## src/rtl/cache_miss_ctrl_pkg.sv

```systemverilog
// cache_pkg: shared constants and helpers for the M-stage cache miss controller.
//   NUM_WAYS  - associativity of the tag store (fixed at 4)
//   PLRU_W    - tree pseudo-LRU bits per set (3 for a 4-way tree)
//   ST_*      - controller state encodings
//   way_t     - one-hot way vector
//   lowest_onehot / more_than_one / onehot_to_idx - one-hot helpers
package cache_pkg;

    localparam int NUM_WAYS = 4;
    localparam int PLRU_W   = 3;

    localparam logic [2:0] ST_IDLE      = 3'd0;
    localparam logic [2:0] ST_LOOKUP    = 3'd1;
    localparam logic [2:0] ST_MISS_REQ  = 3'd2;
    localparam logic [2:0] ST_MISS_WAIT = 3'd3;
    localparam logic [2:0] ST_FILL      = 3'd4;
    localparam logic [2:0] ST_RESP      = 3'd5;

    typedef logic [NUM_WAYS-1:0] way_t;

    // Isolates the lowest set bit (two's-complement trick); zero in, zero out.
    function automatic way_t lowest_onehot(way_t v);
        return v & (~v + 4'd1);
    endfunction

    // True when more than one bit is set: clearing the lowest set bit leaves something.
    function automatic logic more_than_one(way_t v);
        return (v & (v - 4'd1)) != 4'd0;
    endfunction

    // One-hot to binary way number; a zero vector maps to way 0.
    function automatic logic [1:0] onehot_to_idx(way_t v);
        logic [1:0] r;
        r = 2'd0;
        for (int i = NUM_WAYS - 1; i >= 0; i--) begin
            if (v[i]) begin
                r = 2'(i);
            end
        end
        return r;
    endfunction

endpackage

```

## src/rtl/cache_miss_ctrl_if.sv

```systemverilog
// cache_miss_ctrl_if: all non-clock signals of the miss controller.
//   request side : req_valid/req_ready/req_index/req_tag
//   tag store    : ts_valid/ts_r/ts_w/ts_index/ts_way/ts_tag, hit back
//   memory       : mem_req_valid/mem_req_ready/mem_req_addr, mem_resp_valid
//   completion   : done/done_hit/done_way, multi_hit error pulse
// Modport master is the controller; slave is its environment.
interface cache_miss_ctrl_if #(
    parameter int TAG_W = 8,
    parameter int IDX_W = 2
);
    logic                   req_valid;
    logic                   req_ready;
    logic [IDX_W-1:0]       req_index;
    logic [TAG_W-1:0]       req_tag;

    logic                   ts_valid;
    logic                   ts_r;
    logic                   ts_w;
    logic [IDX_W-1:0]       ts_index;
    logic [3:0]             ts_way;
    logic [TAG_W-1:0]       ts_tag;
    logic [3:0]             hit;

    logic                   mem_req_valid;
    logic                   mem_req_ready;
    logic [TAG_W+IDX_W-1:0] mem_req_addr;
    logic                   mem_resp_valid;

    logic                   done;
    logic                   done_hit;
    logic [3:0]             done_way;
    logic                   multi_hit;

    modport master (
        input  req_valid, req_index, req_tag, hit, mem_req_ready, mem_resp_valid,
        output req_ready, ts_valid, ts_r, ts_w, ts_index, ts_way, ts_tag,
               mem_req_valid, mem_req_addr, done, done_hit, done_way, multi_hit
    );

    modport slave (
        output req_valid, req_index, req_tag, hit, mem_req_ready, mem_resp_valid,
        input  req_ready, ts_valid, ts_r, ts_w, ts_index, ts_way, ts_tag,
               mem_req_valid, mem_req_addr, done, done_hit, done_way, multi_hit
    );
endinterface

```

## src/rtl/cache_miss_ctrl_plru_tree4.sv

```systemverilog
// plru_tree4: combinational 4-way tree pseudo-LRU.
//   plru_bits  in  3  b0 picks the pair (0: ways 0/1, 1: ways 2/3),
//                     b1 picks within 0/1, b2 picks within 2/3
//   access_way in  4  one-hot way being touched
//   victim     out 4  one-hot way the tree currently points at
//   plru_next  out 3  tree bits after touching access_way
module plru_tree4
    import cache_pkg::*;
(
    input  logic [PLRU_W-1:0] plru_bits,
    input  way_t              access_way,
    output way_t              victim,
    output logic [PLRU_W-1:0] plru_next
);

    always_comb begin
        if (!plru_bits[0]) begin
            victim = plru_bits[1] ? 4'b0010 : 4'b0001;
        end else begin
            victim = plru_bits[2] ? 4'b1000 : 4'b0100;
        end

        // Touching a way points every bit on its path at the other half.
        plru_next = plru_bits;
        case (onehot_to_idx(access_way))
            2'd0: begin
                plru_next[0] = 1'b1;
                plru_next[1] = 1'b1;
            end
            2'd1: begin
                plru_next[0] = 1'b1;
                plru_next[1] = 1'b0;
            end
            2'd2: begin
                plru_next[0] = 1'b0;
                plru_next[2] = 1'b1;
            end
            default: begin
                plru_next[0] = 1'b0;
                plru_next[2] = 1'b0;
            end
        endcase
    end

endmodule

```

## src/rtl/cache_miss_ctrl.sv

```systemverilog
// cache_miss_ctrl: lookup/miss controller in front of a 4-way tag store.
//   clk  - rising-edge clock
//   rst  - synchronous active-high reset (aborts any transaction, clears valid/PLRU)
//   bus  - cache_miss_ctrl_if.master: request, tag store, memory and completion signals
// One request at a time: LOOKUP reads the tag store; a hit finishes via RESP,
// a miss picks a victim (first invalid way, else PLRU), fetches the line,
// writes the tag in FILL and finishes via RESP.
module cache_miss_ctrl
    import cache_pkg::*;
#(
    parameter int TAG_W = 8,
    parameter int IDX_W = 2
) (
    input  logic              clk,
    input  logic              rst,
    cache_miss_ctrl_if.master bus
);

    localparam int NUM_SETS = 2 ** IDX_W;

    logic [2:0]       state_reg, state_next;
    logic [IDX_W-1:0] idx_reg;
    logic [TAG_W-1:0] tag_reg;
    way_t             victim_reg;
    way_t             way_reg;
    logic             hit_flag_reg;

    logic [NUM_SETS*NUM_WAYS-1:0] valid_flat;
    logic [NUM_SETS*PLRU_W-1:0]   plru_flat;

    way_t              cur_valid;
    logic [PLRU_W-1:0] cur_plru;
    logic [PLRU_W-1:0] plru_next;
    way_t              plru_victim;
    way_t              hit_way;
    way_t              victim_sel;
    way_t              access_way;
    logic              hit_any;
    logic              plru_we;
    logic              valid_we;

    // Per-set valid and PLRU state; only the latched set is ever updated.
    genvar gi;
    generate
        for (gi = 0; gi < NUM_SETS; gi++) begin : g_set
            logic [NUM_WAYS-1:0] valid_reg;
            logic [PLRU_W-1:0]   plru_reg;
            logic                set_sel;

            assign set_sel = (idx_reg == IDX_W'(gi));

            always_ff @(posedge clk) begin
                if (rst) begin
                    valid_reg <= '0;
                    plru_reg  <= '0;
                end else if (set_sel) begin
                    if (valid_we) begin
                        valid_reg <= valid_reg | victim_reg;
                    end
                    if (plru_we) begin
                        plru_reg <= plru_next;
                    end
                end
            end

            assign valid_flat[gi*NUM_WAYS +: NUM_WAYS] = valid_reg;
            assign plru_flat[gi*PLRU_W +: PLRU_W]      = plru_reg;
        end
    endgenerate

    plru_tree4 u_plru (
        .plru_bits  (cur_plru),
        .access_way (access_way),
        .victim     (plru_victim),
        .plru_next  (plru_next)
    );

    always_comb begin
        cur_valid  = valid_flat[idx_reg*NUM_WAYS +: NUM_WAYS];
        cur_plru   = plru_flat[idx_reg*PLRU_W +: PLRU_W];
        hit_any    = (bus.hit != 4'd0);
        hit_way    = lowest_onehot(bus.hit);
        // An empty way always beats the PLRU choice.
        victim_sel = (&cur_valid) ? plru_victim : lowest_onehot(~cur_valid);
        // The tree is touched by the hit way in LOOKUP or the victim in FILL.
        access_way = (state_reg == ST_FILL) ? victim_reg : hit_way;
        plru_we    = ((state_reg == ST_LOOKUP) && hit_any) || (state_reg == ST_FILL);
        valid_we   = (state_reg == ST_FILL);
    end

    // Next-state and output decode; everything is a function of state so the
    // tag store sees stable index/tag for the whole LOOKUP cycle.
    always_comb begin
        state_next        = state_reg;
        bus.req_ready     = 1'b0;
        bus.ts_valid      = 1'b0;
        bus.ts_r          = 1'b0;
        bus.ts_w          = 1'b0;
        bus.ts_index      = '0;
        bus.ts_way        = '0;
        bus.ts_tag        = '0;
        bus.mem_req_valid = 1'b0;
        bus.mem_req_addr  = '0;
        bus.done          = 1'b0;
        bus.done_hit      = 1'b0;
        bus.done_way      = '0;
        bus.multi_hit     = 1'b0;

        case (state_reg)
            ST_IDLE: begin
                bus.req_ready = 1'b1;
                if (bus.req_valid) begin
                    state_next = ST_LOOKUP;
                end
            end
            ST_LOOKUP: begin
                bus.ts_valid  = 1'b1;
                bus.ts_r      = 1'b1;
                bus.ts_index  = idx_reg;
                bus.ts_tag    = tag_reg;
                bus.multi_hit = more_than_one(bus.hit);
                state_next    = hit_any ? ST_RESP : ST_MISS_REQ;
            end
            ST_MISS_REQ: begin
                bus.mem_req_valid = 1'b1;
                bus.mem_req_addr  = {tag_reg, idx_reg};
                if (bus.mem_req_ready) begin
                    state_next = ST_MISS_WAIT;
                end
            end
            ST_MISS_WAIT: begin
                if (bus.mem_resp_valid) begin
                    state_next = ST_FILL;
                end
            end
            ST_FILL: begin
                bus.ts_valid = 1'b1;
                bus.ts_w     = 1'b1;
                bus.ts_way   = victim_reg;
                bus.ts_index = idx_reg;
                bus.ts_tag   = tag_reg;
                state_next   = ST_RESP;
            end
            ST_RESP: begin
                bus.done     = 1'b1;
                bus.done_hit = hit_flag_reg;
                bus.done_way = way_reg;
                state_next   = ST_IDLE;
            end
            default: begin
                state_next = ST_IDLE;
            end
        endcase
    end

    always_ff @(posedge clk) begin
        if (rst) begin
            state_reg    <= ST_IDLE;
            idx_reg      <= '0;
            tag_reg      <= '0;
            victim_reg   <= '0;
            way_reg      <= '0;
            hit_flag_reg <= 1'b0;
        end else begin
            state_reg <= state_next;
            case (state_reg)
                ST_IDLE: begin
                    if (bus.req_valid) begin
                        idx_reg <= bus.req_index;
                        tag_reg <= bus.req_tag;
                    end
                end
                ST_LOOKUP: begin
                    hit_flag_reg <= hit_any;
                    if (hit_any) begin
                        way_reg <= hit_way;
                    end else begin
                        victim_reg <= victim_sel;
                        way_reg    <= victim_sel;
                    end
                end
                default: begin
                end
            endcase
        end
    end

endmodule

```

## src/flat_wrapper.sv

```systemverilog
// flat-port wrapper written by rule: the top's interface ports become plain ports
module cache_miss_ctrl_flat import cache_pkg::*;
#(
    parameter int TAG_W = 8,
    parameter int IDX_W = 2
)
  (clk, rst, bus_req_valid, bus_req_index, bus_req_tag, bus_hit, bus_mem_req_ready, bus_mem_resp_valid, bus_req_ready, bus_ts_valid, bus_ts_r, bus_ts_w, bus_ts_index, bus_ts_way, bus_ts_tag, bus_mem_req_valid, bus_mem_req_addr, bus_done, bus_done_hit, bus_done_way, bus_multi_hit);
  cache_miss_ctrl_if #(.TAG_W(TAG_W), .IDX_W(IDX_W)) bus_i ();
  input  logic clk;
  input  logic rst;
  input wire logic [$bits(bus_i.req_valid)-1:0] bus_req_valid;
  input wire logic [$bits(bus_i.req_index)-1:0] bus_req_index;
  input wire logic [$bits(bus_i.req_tag)-1:0] bus_req_tag;
  input wire logic [$bits(bus_i.hit)-1:0] bus_hit;
  input wire logic [$bits(bus_i.mem_req_ready)-1:0] bus_mem_req_ready;
  input wire logic [$bits(bus_i.mem_resp_valid)-1:0] bus_mem_resp_valid;
  output wire logic [$bits(bus_i.req_ready)-1:0] bus_req_ready;
  output wire logic [$bits(bus_i.ts_valid)-1:0] bus_ts_valid;
  output wire logic [$bits(bus_i.ts_r)-1:0] bus_ts_r;
  output wire logic [$bits(bus_i.ts_w)-1:0] bus_ts_w;
  output wire logic [$bits(bus_i.ts_index)-1:0] bus_ts_index;
  output wire logic [$bits(bus_i.ts_way)-1:0] bus_ts_way;
  output wire logic [$bits(bus_i.ts_tag)-1:0] bus_ts_tag;
  output wire logic [$bits(bus_i.mem_req_valid)-1:0] bus_mem_req_valid;
  output wire logic [$bits(bus_i.mem_req_addr)-1:0] bus_mem_req_addr;
  output wire logic [$bits(bus_i.done)-1:0] bus_done;
  output wire logic [$bits(bus_i.done_hit)-1:0] bus_done_hit;
  output wire logic [$bits(bus_i.done_way)-1:0] bus_done_way;
  output wire logic [$bits(bus_i.multi_hit)-1:0] bus_multi_hit;
  assign bus_i.req_valid = bus_req_valid;
  assign bus_i.req_index = bus_req_index;
  assign bus_i.req_tag = bus_req_tag;
  assign bus_i.hit = bus_hit;
  assign bus_i.mem_req_ready = bus_mem_req_ready;
  assign bus_i.mem_resp_valid = bus_mem_resp_valid;
  assign bus_req_ready = bus_i.req_ready;
  assign bus_ts_valid = bus_i.ts_valid;
  assign bus_ts_r = bus_i.ts_r;
  assign bus_ts_w = bus_i.ts_w;
  assign bus_ts_index = bus_i.ts_index;
  assign bus_ts_way = bus_i.ts_way;
  assign bus_ts_tag = bus_i.ts_tag;
  assign bus_mem_req_valid = bus_i.mem_req_valid;
  assign bus_mem_req_addr = bus_i.mem_req_addr;
  assign bus_done = bus_i.done;
  assign bus_done_hit = bus_i.done_hit;
  assign bus_done_way = bus_i.done_way;
  assign bus_multi_hit = bus_i.multi_hit;
  cache_miss_ctrl #(.TAG_W(TAG_W), .IDX_W(IDX_W)) u_core (.clk(clk), .rst(rst), .bus(bus_i));
endmodule
```

## config.mk

```make
export PLATFORM = sky130hd
export DESIGN_NAME = cache_miss_ctrl_flat
export DESIGN_NICKNAME = d
export VERILOG_FILES = /design/src/rtl/cache_miss_ctrl_pkg.sv /design/src/rtl/cache_miss_ctrl_if.sv /design/src/rtl/cache_miss_ctrl_plru_tree4.sv /design/src/rtl/cache_miss_ctrl.sv /design/src/flat_wrapper.sv
export SDC_FILE = /design/constraint.sdc
export NUM_CORES = 1
export LEC_CHECK = 0
export ABC_AREA = 1
export CORE_ASPECT_RATIO = 0.7
export CORE_UTILIZATION = 50
export DETAILED_ROUTE_END_ITERATION = 6
export GPL_ROUTABILITY_DRIVEN = 0
export PLACE_DENSITY = 0.79
export SYNTH_ARGS = -nofsm -noshare
export SYNTH_HDL_FRONTEND = slang
export SYNTH_SLANG_ARGS = --single-unit
```

## constraint.sdc

```tcl
create_clock -name clk -period 1.6 [get_ports clk]
set_input_delay 0.16 -clock clk [delete_from_list [all_inputs] [get_ports clk]]
set_output_delay 0.16 -clock clk [all_outputs]
set_load 0.005 [all_outputs]
```

==> results.tsv, run 1 <==
stage	metric	value	unit
timing	endpoints failing hold	0	
die	initial core utilization	52.17	%
synthesis	Post-Syn Area per Cell	6.351	µm²
power	VDD IR-drop max	0.6730	mV
die	Die X	86.66	µm
finish	# fillers	335	
setup_path	crit path DAT	1.95	ns
setup_path	Buffers & Inverters on Critical Path	5	
synthesis	Synth Warn #	0	
power	NetSw	0.001119	W
global_routing	vias in the first global route	2580	
synthesis	XOR/XNOR Fraction of Synth Area	0	%
clocking	Sink Count	50	
setup_path	worst-path cell chain	inv_4, nand2_4, nor2_8, buf_6, buf_6, buf_6, nor2_4, nor2_2, nand2_2, nand3_4, nand2_4, nand3_1, nand2_1, inv_1	
finish	commonest non-fill, non-tap cells in the layout	67 x nand2_1, 60 x nor2_1, 49 x inv_1	
placement	dpl hpwl	5.158	mm
setup_path	CP endpoint kind	flip-flop	
synthesis	Synth Net Count	414	
setup_path	critical path fanouts, max	5	
drt	vias	3045	
power	internal power	0.002120	W
clocking	Num CTS Buffers	5	
clocking	cts hold-fix bufs	0	
timing	Least-Margin Pin Slew	0.4598	ns
timing	Setup violations, final	24	
synthesis	Synth cell types	22	
drt	wire per inst	15.27	µm
global_routing	gr ovfl total	0	
synthesis	Synth Instances	395	
drt	vias per cell	5.268	
timing	Slew HR	69.32	%
drt	drt drc	0	
synthesis	Synth Area in Adders	0	%
power	Clk pwr share	22.7	%
global_routing	first-pass GRT wire length	11.96	mm
drt	drt pass-1 iters	5	
placement	number of port buffers	54	
timing	RSZ-0062 raised after global routing	true	
power	combinational group share of total power	33.9	%
finish	diodes inserted	0	
power	Sw Ratio	34.54	%
synthesis	largest cells by area after synthesis	dfxtp_1 40%, nor2_1 12%, nand2_1 12%	
power	leakage power	1.922	nW
setup_path	CP max stage delay	0.38	ns
timing	Clock Skews	0.008321	ns
power	PD cells	843.6	nW/µm²
synthesis	post-synth top area cell	dfxtp_1	
finish	area grow syn2layout	53.07	%
finish	most common cell after layout, fill and taps aside	nand2_1	
status	status	complete, but fails checks	
setup_path	R2R Setup Slk	-0.14	ns
synthesis	post-synthesis mux area share	0	%
timing	FMAX	573.9	MHz
die	Ports	55	
setup_path	CP top delay family	simple AND/OR/NAND/NOR gates	
drt	initial drt markers	214	
setup_path	critical path required time	1.81	ns
setup_path	slowest cell on the critical path	dfxtp_2	
synthesis	largest family of logic cells by synthesized area	simple AND/OR/NAND/NOR gates	
global_routing	initial antenna violation count	0	
drt	Final ANT Viol Nets	0	
clocking	clock root cell	clkbuf_8	
clocking	Clock transition at path regs	0.09	ns
drt	drt total wl	8.824	mm
clocking	CTS tree	done	
timing	Tmin final	1.742	ns
power	Seq pwr share	43.4	%
die	DIE HEIGHT	61.27	µm
synthesis	Post-Synth Simple-Gate Area	32.97	%
status	failing checks	negative setup slack	
finish	final instance area	3840	µm²
clocking	worst-skew pair later-pin latency	0.31	ns
synthesis	Yosys top cell area share	39.90	%
run	number of max-cap violations	0	
global_routing	Overall Global Routing Usage	30.18	%
timing	hold_ws	0.4711	ns
synthesis	cell area after synthesis	2509	µm²
synthesis	Seq/Total Area, Yosys	39.90	%
setup_path	worst setup path category	reg -> reg	
clocking	H-tree levels	2	
timing	period utilisation layout	108.9	%
finish	final-stage net count	527	
die	core area	4808	µm²
die	FP Rows	21	
timing	final setup margin	-0.1423	ns
synthesis	#FFs+latches synth	50	
timing	max-slew violations	0	
clocking	CTS max path bufs	2	
finish	flip-flop count of the largest register after layout	16	
global_routing	largest net degree at the start of global routing	29	
setup_path	most frequent cell on the critical path	buf_6	
min_path	Hold Path Class	in -> reg	
setup_path	Startpoint Class	flip-flop	
die	die area	5309	µm²
placement	placed cell area	3397	µm²
finish	layout cells sized above 1	33.40	%
synthesis	compound-gate portion of the synthesized area	15.51	%
==> stage by stage <==
step / utilization [%] / setup slack, ns / power (W) / cells / TNS [ns]
finish: 79.86 / -0.1423 / 0.003239 / 578 / -1.724
global route: 79.86 / -0.2081 / 0.003379 / 578 / -2.975
CTS: 76.11 / -0.1828 / 0.003041 / 570 / -1.497
detailed placement: 70.65 / -0.2625 / 0.002252 / 546 / -6.334
global placement: 70.65 / -0.1842 / 0.002227 / 546 / -5.651
floorplan: - / 0.1950 / 0.001859 / 395 / 0
==> final timing paths <==
check,startpoint,to,cells after the start
setup / recovery,u_core.state_reg[1],u_core.g_set[3].plru_reg[2],14
hold / removal,bus_req_index[0],u_core.idx_reg[0],3
setup reg to reg,u_core.state_reg[1],u_core.g_set[3].plru_reg[2],14
hold reg to reg,u_core.victim_reg[1],u_core.victim_reg[1],2
==> power by group through the flow <==
stage          Clock, W  Combinational [W]  Sequential (W)
2_1_floorplan         0           0.000457         0.00140
3_3_place_gp          0           0.000815         0.00141
3_5_place_dp          0           0.000838         0.00141
4_1_cts        0.000745           0.000907         0.00139
5_1_grt        0.000788            0.00118         0.00141
6_report       0.000735            0.00110         0.00141
==> cell type report <==
cell class	instances	area [µm²]	share of cell area (%)
multi-input cells	271	1430	37.24
well taps	69	86.33	2.248
inverters	64	247.7	6.452
flip-flops and latches	50	1017	26.49
repair buffers	116	972.2	25.32
clock inverters	2	13.76	0.3584
clock buffers	6	72.57	1.890
==> what timing repair did <==
| item | 4_1_cts | 5_1_grt |
|---|---|---|
| cloned | 1 | 1 |
| setup endpoints to repair | 48 | 58 |
| pin swaps | 10 | 15 |
| resized for setup | 79 | 122 |
| buffers inserted | 15 | 9 |
==> logic make-up after synthesis <==
kind of cell,count (synthesis)
AOI/OAI and AO/OA,73
and+or+nand+nor,196
buffers and inverters,76
DFF,50
==> metal layers <==
layer / wire length [µm] / GRT usage, % / share of wire [%] / vias to the layer above
met4: 144 / 12.38 / 1.6 / 0
met1: 3806 / 38.67 / 43 / 1412
li1: - / - / - / 1464
met5: 0 / 0 / 0 / -
met3: 668 / 5.630 / 7.6 / 15
met2: 4204 / 51.59 / 48 / 154
==> worst reg2reg max path, stage by stage (launching register included) <==
cell and delay [ns]:
dfxtp_2 0.38, inv_4 0.06, nand2_4 0.10, nor2_8 0.05, buf_6 0.12, buf_6 0.12
buf_6 0.13, nor2_4 0.12, nor2_2 0.06, nand2_2 0.09, nand3_4 0.13, nand2_4 0.12
nand3_1 0.07, nand2_1 0.07, inv_1 0.04
==> synthesized netlist by cell type <==
cell type / n
dfxtp_1: 50
nand2_2: 2
nand2_1: 77
nand3_1: 25
o221ai_1: 1
o21ai_0: 20
nor2_4: 2
o21ai_1: 9
a31oi_1: 1
nand3_2: 1
nor2_1: 80
a21oi_1: 38
clkbuf_1: 7
nor2_8: 1
nor3_1: 2
inv_1: 57
nor2_2: 6
a211oi_1: 1
inv_2: 7
buf_2: 5
o211ai_1: 2
o21ai_4: 1
(Power assumes the default switching activity.)
==> inputs of run 2 (changes only) <==
--- a/config.mk
+++ b/config.mk
@@ -11,6 +11,7 @@
 export DETAILED_ROUTE_END_ITERATION = 6
 export GPL_ROUTABILITY_DRIVEN = 0
 export PLACE_DENSITY = 0.79
+export SETUP_SLACK_MARGIN = 0.2
 export SYNTH_ARGS = -nofsm -noshare
 export SYNTH_HDL_FRONTEND = slang
 export SYNTH_SLANG_ARGS = --single-unit
==> results.tsv, run 2 (synthesized netlist as in run 1, its figures left out) <==
stage	metric	value	unit	change
status	status	complete, but fails checks		
status	failing checks	design-rule violations, negative setup slack		
clocking	CTS max path bufs	2		unchanged
drt	Final ANT Viol Nets	0		unchanged
drt	drt total wl	13.02	mm	+48%
finish	most common cell after layout, fill and taps aside	nand2_1		
power	Clk pwr share	24.5	%	+1.8 points
drt	wire per inst	21.99	µm	+44%
power	Pwr Total	0.003913	W	+21%
setup_path	critical path required time	1.83	ns	+0.02 ns
die	core area	4808	µm²	unchanged
power	leakage power	2.022	nW	+5.2%
timing	Clock Skews	0.01325	ns	+0.004925 ns
clocking	Sink Count	50		unchanged
setup_path	Startpoint Class	flip-flop		
setup_path	worst setup path category	reg -> reg		
finish	final-stage net count	542		+2.8%
timing	endpoints failing hold	0		unchanged
power	VDD IR-drop max	0.6178	mV	-8.2%
die	DIE HEIGHT	61.27	µm	unchanged
timing	TNS Setup	-3.929	ns	-2.205 ns
setup_path	slowest cell on the critical path	dfxtp_4		
power	Seq pwr share	36.5	%	-6.9 points
finish	diodes inserted	0		unchanged
clocking	Num CTS Buffers	5		unchanged
setup_path	critical path fanouts, max	4		-1
global_routing	first-pass GRT wire length	14.78	mm	+24%
die	die area	5309	µm²	unchanged
drt	initial drt markers	623		+190%
placement	dpl hpwl	5.352	mm	+3.8%
global_routing	initial antenna violation count	0		unchanged
die	Die X	86.66	µm	unchanged
timing	max-slew violations	0		unchanged
timing	hold_ws	0.4486	ns	-0.02249 ns
timing	RSZ-0062 raised after global routing	true		
clocking	clock root cell	clkbuf_8		
power	PD cells	884.1	nW/µm²	+4.8%
die	FP Rows	21		unchanged
timing	Slew HR	68.79	%	-0.53 points
power	NetSw	0.001415	W	+26%
die	initial core utilization	52.17	%	unchanged
timing	period utilisation layout	115.3	%	+6.4 points
finish	Layout Cells excl Fill	592		+2.4%
setup_path	CP endpoint kind	flip-flop		
drt	drt drc	4		+4
setup_path	R2R Setup Slk	-0.25	ns	-0.10 ns
setup_path	CP max stage delay	0.41	ns	+0.03 ns
clocking	Clock transition at path regs	0.10	ns	about the same
timing	Tmin final	1.845	ns	+0.1029 ns
die	Ports	55		unchanged
setup_path	crit path DAT	2.07	ns	+0.12 ns
placement	Inst Count DP	552		+1.1%
timing	Least-Margin Pin Slew	0.4667	ns	+0.006928 ns
finish	area grow syn2layout	76.41	%	
drt	vias	3663		+20%
run	number of max-cap violations	0		unchanged
clocking	H-tree levels	2		unchanged
finish	layout cells sized above 1	50.86	%	+17 points
drt	drt pass-1 iters	7		+2
timing	final setup margin	-0.2453	ns	-0.1029 ns
placement	dpl ws	-0.1440	ns	+0.1185 ns
clocking	worst-skew pair later-pin latency	0.32	ns	about the same
finish	flip-flop count of the largest register after layout	16		unchanged
min_path	Hold Path Class	in -> reg		
global_routing	largest net degree at the start of global routing	21		-28%
timing	Setup violations, final	37		+54%
clocking	CTS tree	done		
placement	number of port buffers	54		unchanged
power	combinational group share of total power	39.0	%	+5.1 points
timing	FMAX	541.9	MHz	-5.6%
power	Sw Ratio	36.17	%	+1.6 points
setup_path	worst-path cell chain	nor2_4, nand2_4, nor2_4, buf_6, inv_2, nand2_2, nor2_2, o21ai_2, nand3_1, nand2_1, inv_1		
finish	commonest non-fill, non-tap cells in the layout	51 x nand2_1, 47 x buf_4, 45 x dfxtp_1		
global_routing	gr ovfl total	0		unchanged
drt	vias per cell	6.188		+17%
global_routing	Overall Global Routing Usage	37.20	%	+7.0 points
setup_path	most frequent cell on the critical path	nor2_4		
global_routing	vias in the first global route	3038		+18%
power	internal power	0.002498	W	+18%
run 2: power groups by stage:
stage          combinational [W]  sequential (W)  clock [W]
6_report                 0.00153         0.00143   0.000958
5_1_grt                  0.00158         0.00143   0.000974
4_1_cts                  0.00110         0.00140   0.000913
3_5_place_dp            0.000873         0.00141          0
3_3_place_gp            0.000856         0.00141          0
2_1_floorplan           0.000460         0.00140          0
run 2: final timing paths:
check / from / endpoint / cells after the start
hold reg to reg: u_core.g_set[1].valid_reg[1] / u_core.g_set[1].valid_reg[1] / 2
setup reg to reg: u_core.state_reg[0] / u_core.g_set[1].plru_reg[1] / 11
hold / removal: bus_req_tag[5] / u_core.tag_reg[5] / 3
setup / recovery: u_core.state_reg[0] / u_core.g_set[1].plru_reg[1] / 11
run 2: timing repair:
action                                  4_1_cts  5_1_grt
hold buffers                                  0        0
gates resized for setup                     247      118
setup buffers                                21        9
endpoints found under the setup margin       60       74
endpoints found under the hold margin         0        0
gates cloned                                  1        2
pin swaps                                    40       47
run 2: layer usage:
layer | global-route usage (%) | vias to the layer above | share of wire (%)
li1 | - | 1485 | -
met4 | 17.14 | 0 | 9.5
met3 | 10.46 | 164 | 13
met1 | 45.31 | 1636 | 34
met5 | 0 | - | 0
met2 | 62.93 | 378 | 43
run 2: cell type report:
cell class                 instances  area, µm²
clock buffer                       6      82.58
clock inverter                     1      30.03
fill                             185      382.9
tap                               69      86.33
sequential                        50       1020
inverter                          64      284.0
timing repair buffer             132       1172
multi-input combinational        270       1750
run 2: critical path, delay by kind of cell (launching register included):
kind / cells / cell delay (ns)
compound gates: 1 / 0.27
buf+inv: 3 / 0.23
flops: 1 / 0.41
simple gates: 7 / 0.83
run 2: per-stage QoR:
stage	instance area (µm²)	utilization (%)
after floorplan	2517	-
after global placement	3476	72.29
after detailed placement	3476	72.29
after CTS	3926	81.66
after global routing	4425	92.04
final	4425	92.04
